[config.mk]
export PLATFORM = sky130hd
export DESIGN_NAME = data_mem_arbiter
export DESIGN_NICKNAME = d
export VERILOG_FILES = /design/src/rtl/data_mem_arbiter.sv
export SDC_FILE = /design/constraint.sdc
export NUM_CORES = 1
export LEC_CHECK = 0
export CORE_AREA = 2 2 231 233
export CTS_CLUSTER_SIZE = 24
export DETAILED_ROUTE_END_ITERATION = 8
export DIE_AREA = 0 0 233 235
export GPL_TIMING_DRIVEN = 0
export PLACE_DENSITY = 0.52
export SLEW_MARGIN = 20
export SYNTH_ARGS = -nofsm -noshare
export SYNTH_HDL_FRONTEND = slang
export SYNTH_SLANG_ARGS = --single-unit
[constraint.sdc]
create_clock -name clk_in -period 1.92 [get_ports clk_in]
set_input_delay 0.288 -clock clk_in [delete_from_list [all_inputs] [get_ports clk_in]]
set_output_delay 0.288 -clock clk_in [all_outputs]
set_load 0.02 [all_outputs]
[src/rtl/data_mem_arbiter.sv]
// Arbiter sharing one single-port data memory between the core (port 0, priority)
// and the loader/DMA path (port 1), with a starvation bound and one registered response.
module data_mem_arbiter #(
  parameter int DATA_WIDTH   = 64,
  parameter int ADDR_WIDTH   = 64,
  parameter int STARVE_LIMIT = 4
) (
  input  logic                  clk_in,
  input  logic                  reset_n,
  input  logic                  p0_req_valid,
  output logic                  p0_req_ready,
  input  logic                  p0_req_write,
  input  logic [ADDR_WIDTH-1:0] p0_req_addr,
  input  logic [DATA_WIDTH-1:0] p0_req_wdata,
  output logic                  p0_resp_valid,
  output logic [DATA_WIDTH-1:0] p0_resp_rdata,
  output logic                  p0_resp_err,
  input  logic                  p1_req_valid,
  output logic                  p1_req_ready,
  input  logic                  p1_req_write,
  input  logic [ADDR_WIDTH-1:0] p1_req_addr,
  input  logic [DATA_WIDTH-1:0] p1_req_wdata,
  output logic                  p1_resp_valid,
  output logic [DATA_WIDTH-1:0] p1_resp_rdata,
  output logic                  p1_resp_err,
  output logic                  mem_write_ctrl,
  output logic                  mem_read_ctrl,
  output logic [ADDR_WIDTH-1:0] mem_addr,
  output logic [DATA_WIDTH-1:0] mem_wdata,
  input  logic [DATA_WIDTH-1:0] mem_rdata
);

  // state | meaning
  // IDLE  | nothing was accepted last cycle, no response presented
  // ISSUE | a request was accepted last cycle, its response is presented now
  typedef enum logic {IDLE = 1'b0, ISSUE = 1'b1} state_t;

  localparam logic [3:0] LIMIT = 4'(STARVE_LIMIT);

  state_t                state, state_next;
  logic [3:0]            wait_cnt, wait_cnt_next;
  logic                  force_p1, gnt_p0, gnt_p1;
  logic                  sel_write, misaligned;
  logic [ADDR_WIDTH-1:0] sel_addr;
  logic [DATA_WIDTH-1:0] sel_wdata;
  logic                  resp_port, resp_err;
  logic [DATA_WIDTH-1:0] resp_rdata;

  assign force_p1 = (wait_cnt == LIMIT);

  always_comb begin
    gnt_p0 = 1'b0;
    gnt_p1 = 1'b0;
    if (force_p1 && p1_req_valid) gnt_p1 = 1'b1;
    else if (p0_req_valid)        gnt_p0 = 1'b1;
    else if (p1_req_valid)        gnt_p1 = 1'b1;
  end

  assign p0_req_ready = gnt_p0;
  assign p1_req_ready = gnt_p1;

  always_comb begin
    sel_write = p0_req_write;
    sel_addr  = p0_req_addr;
    sel_wdata = p0_req_wdata;
    if (gnt_p1) begin
      sel_write = p1_req_write;
      sel_addr  = p1_req_addr;
      sel_wdata = p1_req_wdata;
    end
  end

  assign misaligned = (sel_addr[2:0] != 3'b000);

  always_comb begin
    state_next     = (gnt_p0 || gnt_p1) ? ISSUE : IDLE;
    mem_write_ctrl = 1'b0;
    mem_read_ctrl  = 1'b0;
    mem_addr       = '0;
    mem_wdata      = '0;
    // Misaligned grants are acknowledged but never reach the memory.
    if (state_next == ISSUE && !misaligned) begin
      mem_write_ctrl = sel_write;
      mem_read_ctrl  = !sel_write;
      mem_addr       = sel_addr;
      mem_wdata      = sel_wdata;
    end
  end

  always_comb begin
    wait_cnt_next = wait_cnt;
    if (!p1_req_valid || gnt_p1) wait_cnt_next = 4'd0;
    else if (wait_cnt != LIMIT)  wait_cnt_next = wait_cnt + 4'd1;
  end

  always_ff @(posedge clk_in or negedge reset_n) begin
    if (!reset_n) begin
      state    <= IDLE;
      wait_cnt <= 4'd0;
    end else begin
      state    <= state_next;
      wait_cnt <= wait_cnt_next;
    end
  end

  always_ff @(posedge clk_in or negedge reset_n) begin
    if (!reset_n) begin
      resp_port  <= 1'b0;
      resp_err   <= 1'b0;
      resp_rdata <= '0;
    end else if (state_next == ISSUE) begin
      resp_port  <= gnt_p1;
      resp_err   <= misaligned;
      resp_rdata <= (!misaligned && !sel_write) ? mem_rdata : '0;
    end
  end

  assign p0_resp_valid = (state == ISSUE) && !resp_port;
  assign p1_resp_valid = (state == ISSUE) && resp_port;
  assign p0_resp_err   = p0_resp_valid && resp_err;
  assign p1_resp_err   = p1_resp_valid && resp_err;
  assign p0_resp_rdata = p0_resp_valid ? resp_rdata : '0;
  assign p1_resp_rdata = p1_resp_valid ? resp_rdata : '0;

endmodule

==> results <==
state kept, by name, indices dropped and copies added, names as in the netlist:
| register | cells |
|---|---|
| resp_err | 1 |
| resp_rdata | 64 |
| resp_port | 1 |
| wait_cnt | 4 |
| state | 1 |
routing by layer:
metal | part of all wire | vias to the layer above | wire length (µm)
li1 | - | 5203 | -
met2 | 0.52 | 491 | 29860
met5 | 0 | - | 0
met1 | 0.39 | 5536 | 22360
met4 | 0.021 | 0 | 1175
met3 | 0.062 | 47 | 3547
logic make-up (layout without fill, tap and decap cells):
logic type,Yosys count,in the layout
flops,71,71
fa+ha+maj,2,2
xor+xnor,2,2
simple gates,466,466
buf+inv,161,823
other cells,1,14
compound gates,321,321
path summary, 6_finish.rpt:
check / start / end / slack [ns] / cells after the start
min in group asynchronous: reset_n / resp_rdata[1] / 0.44 / 2
worst max register to register: wait_cnt[0] / resp_err / -0.18 / 12
worst min register to register: resp_rdata[54] / resp_rdata[54] / 0.52 / 2
worst max-delay path: wait_cnt[0] / mem_addr[55] / -0.80 / 12
max in group asynchronous: reset_n / state / 0.88 / 3
worst min-delay path: p0_req_valid / resp_port / 0.37 / 2
power groups by stage:
stage / registers [W] / clock network [W] / logic [W]
after global placement: 0.00160 / 0 / 0.00205
after CTS: 0.00158 / 0.00208 / 0.00223
after detailed placement: 0.00161 / 0 / 0.00206
after floorplan: 0.00159 / 0 / 0.000787
final: 0.00158 / 0.00204 / 0.00245
after global routing: 0.00159 / 0.00214 / 0.00260
area by class of cell:
class | instances | area (µm²)
diodes | 11 | 27.53
fillers | 5526 | 35190
repair buffers | 649 | 6799
flip-flops and latches | 71 | 1779
multi-input cells | 794 | 5967
clock buffers | 10 | 239.0
well taps | 688 | 860.8
clock inverters | 6 | 107.6
inverters | 5 | 21.27
plain buffers | 153 | 1240
cell usage after synthesis:
library cell  number
o311ai_0          64
nand2b_1          65
o32ai_1            1
ha_1               2
a21oi_1            1
conb_1             1
clkbuf_1         127
o21ai_0          127
nand4b_1          65
nor3_1             1
and3_1            66
o21ai_4            1
nand3_1          128
xor2_1             1
dfrtp_1           71
nand2_1           65
buf_1              5
nor4b_2            1
and2_1            67
a22oi_1          126
nor2b_1            2
buf_2             15
buf_4              7
nor2_1             5
o211a_1            1
inv_1              5
and4b_1            1
buf_6              2
xnor2_1            1
metrics by stage:
stage	hold slack, ns	utilization
floorplan	-0.007591	-
detailed placement	0.2418	0.2798
CTS	0.3588	0.3057
global route	0.3880	0.3261
finish	0.3701	0.3262
global placement	0.4853	0.2793
what timing repair did:
action | 4_1_cts | 5_1_grt
setup buffers | 30 | 22
hold buffers | 1 | 0
setup endpoints to repair | 331 | 321
pin swaps | 62 | 35
endpoints found under the hold margin | 25 | 0
gates cloned | 5 | 8
resized for setup | 1064 | 607
==> metrics.cfg <==
[global_route]
grt_overflow = 0
grt_usage = 0.1943
globalRouteMet3Util = 0.03859
antenna_found_initial = 13
grt_pass1_vias = 11070
met2_usage = 0.3556
grt_busiest_layer = met2
grt_max_degree = 47
met1_usage = 0.2247
grt_pass1_wl_um = 78520

[logic_synthesis]
synth_top_family_by_area = simple AND/OR/NAND/NOR gates
syn_area_per_cell_um2 = 7.249
synth_seq_area_share = 0.2393
synth_fa_ha_area_frac = 0.003371
muxShareOfSynthArea = 0
synth_compound_area_frac = 0.2939
synthesis.area_um2 = 7423
syn_inst = 1024
synth-seq-cells = 71
synth-simple-area-share = 0.3710
yosys_warnings = 0
yosys.area.top_type_share = 0.2393
synth_top_cell_by_area = dfrtp_1
synth_area_leaders = dfrtp_1 24%, a22oi_1 13%, nand3_1 8.6%
synth_xor_area_frac = 0.002360
synth.distinct_cells = 29

[detailed_routing]
wirelength_um = 56940
num_vias = 11280
antenna_left = 0
routed_via_density = 4.724
wl_per_cell_um = 23.85
drtIter0Drc = 694
drc = 0
first_pass_iters = 5

[clock_tree]
htree_levels = 3
clk_path_buf_depth = 2
tritoncts = done
clk_latency_ns = 0.36
cts_buffers = 9
cts_sinks = 71
root_buffer = clkbuf_16
clkTransAtPathRegs_ns = 0.06

[layout]
mostFrequentLayoutCell = clkdlybuf4s50_1
nets = 2011
layoutNonFillerInstCount = 2387
final_cell_mix = 320 x clkdlybuf4s50_1, 176 x buf_6, 128 x nand3_1, 125 x a22oi_2, 98 x o21ai_0
fin_area_um2 = 17040
layout-drive-gt1-share = 0.3632
syn2layout_area_growth_pct = 129.6

[worst_setup_path]
crit_family = buffers and inverters
crit_slowest_cell = dfrtp_1
crit_chain = inv_1 > ha_2 > and4b_2 > buf_12 > buf_8 > o21ai_4 > buf_12 > buf_16 > buf_12 > buf_8 > a22oi_2 > buf_6
cp-start-kind = register
critPathKind = reg2out
crit_path_max_incr_delay_ns = 0.39
path_max_fanout = 6
cp-end-kind = primary output
critical_path_arrival_ns = 2.43
crit_top_cell = buf_12
critPathBufInv = 8
worst_ep_required_time_ns = 1.63

[placed_design]
placed_area_um2 = 14620
io_buffers = 584
gp_congestion = 0.9128
place_ws_ns = -2.582
dp_cells = 2299
hpwl_um = 44040

[timing]
worst_pin_slew_ns = 0.6446
min_period_ns = 2.720
fin_tns_setup_ns = -93.93
min_period_over_period = 1.417
finClkSkew_ns = 0.007263
hold_violations = 0
maxSlewViolCount = 0
fmax_mhz = 367.6
rsz0062_at_grt = yes
fin_ws_ns = -0.8000
setup-violations-final = 202
relSlewSlack = 0.5703

[worst_hold_path]
hp-class = in2reg

[floorplanning]
start_util = 0.1421
die_w_um = 233
row_count = 84
ioPinCount = 590
dieArea_um2 = 54760
die_h_um = 235
core_area_um2 = 52240

[power]
p_leak_nw = 7.723
pwr-share-comb = 0.404
vdd_drop_max_mv = 0.2984
swShare = 0.3166
intPower_w = 0.004149
finalPower_w = 0.006071
power.share.clock = 0.335
power_frac_seq = 0.261
power_switching_w = 0.001922
power_density_nw_per_um2 = 356.2

[status]
status = finished with violations
violations = setup timing

[run]
cap_violations = 0

Power figures use the tool's default switching activity.
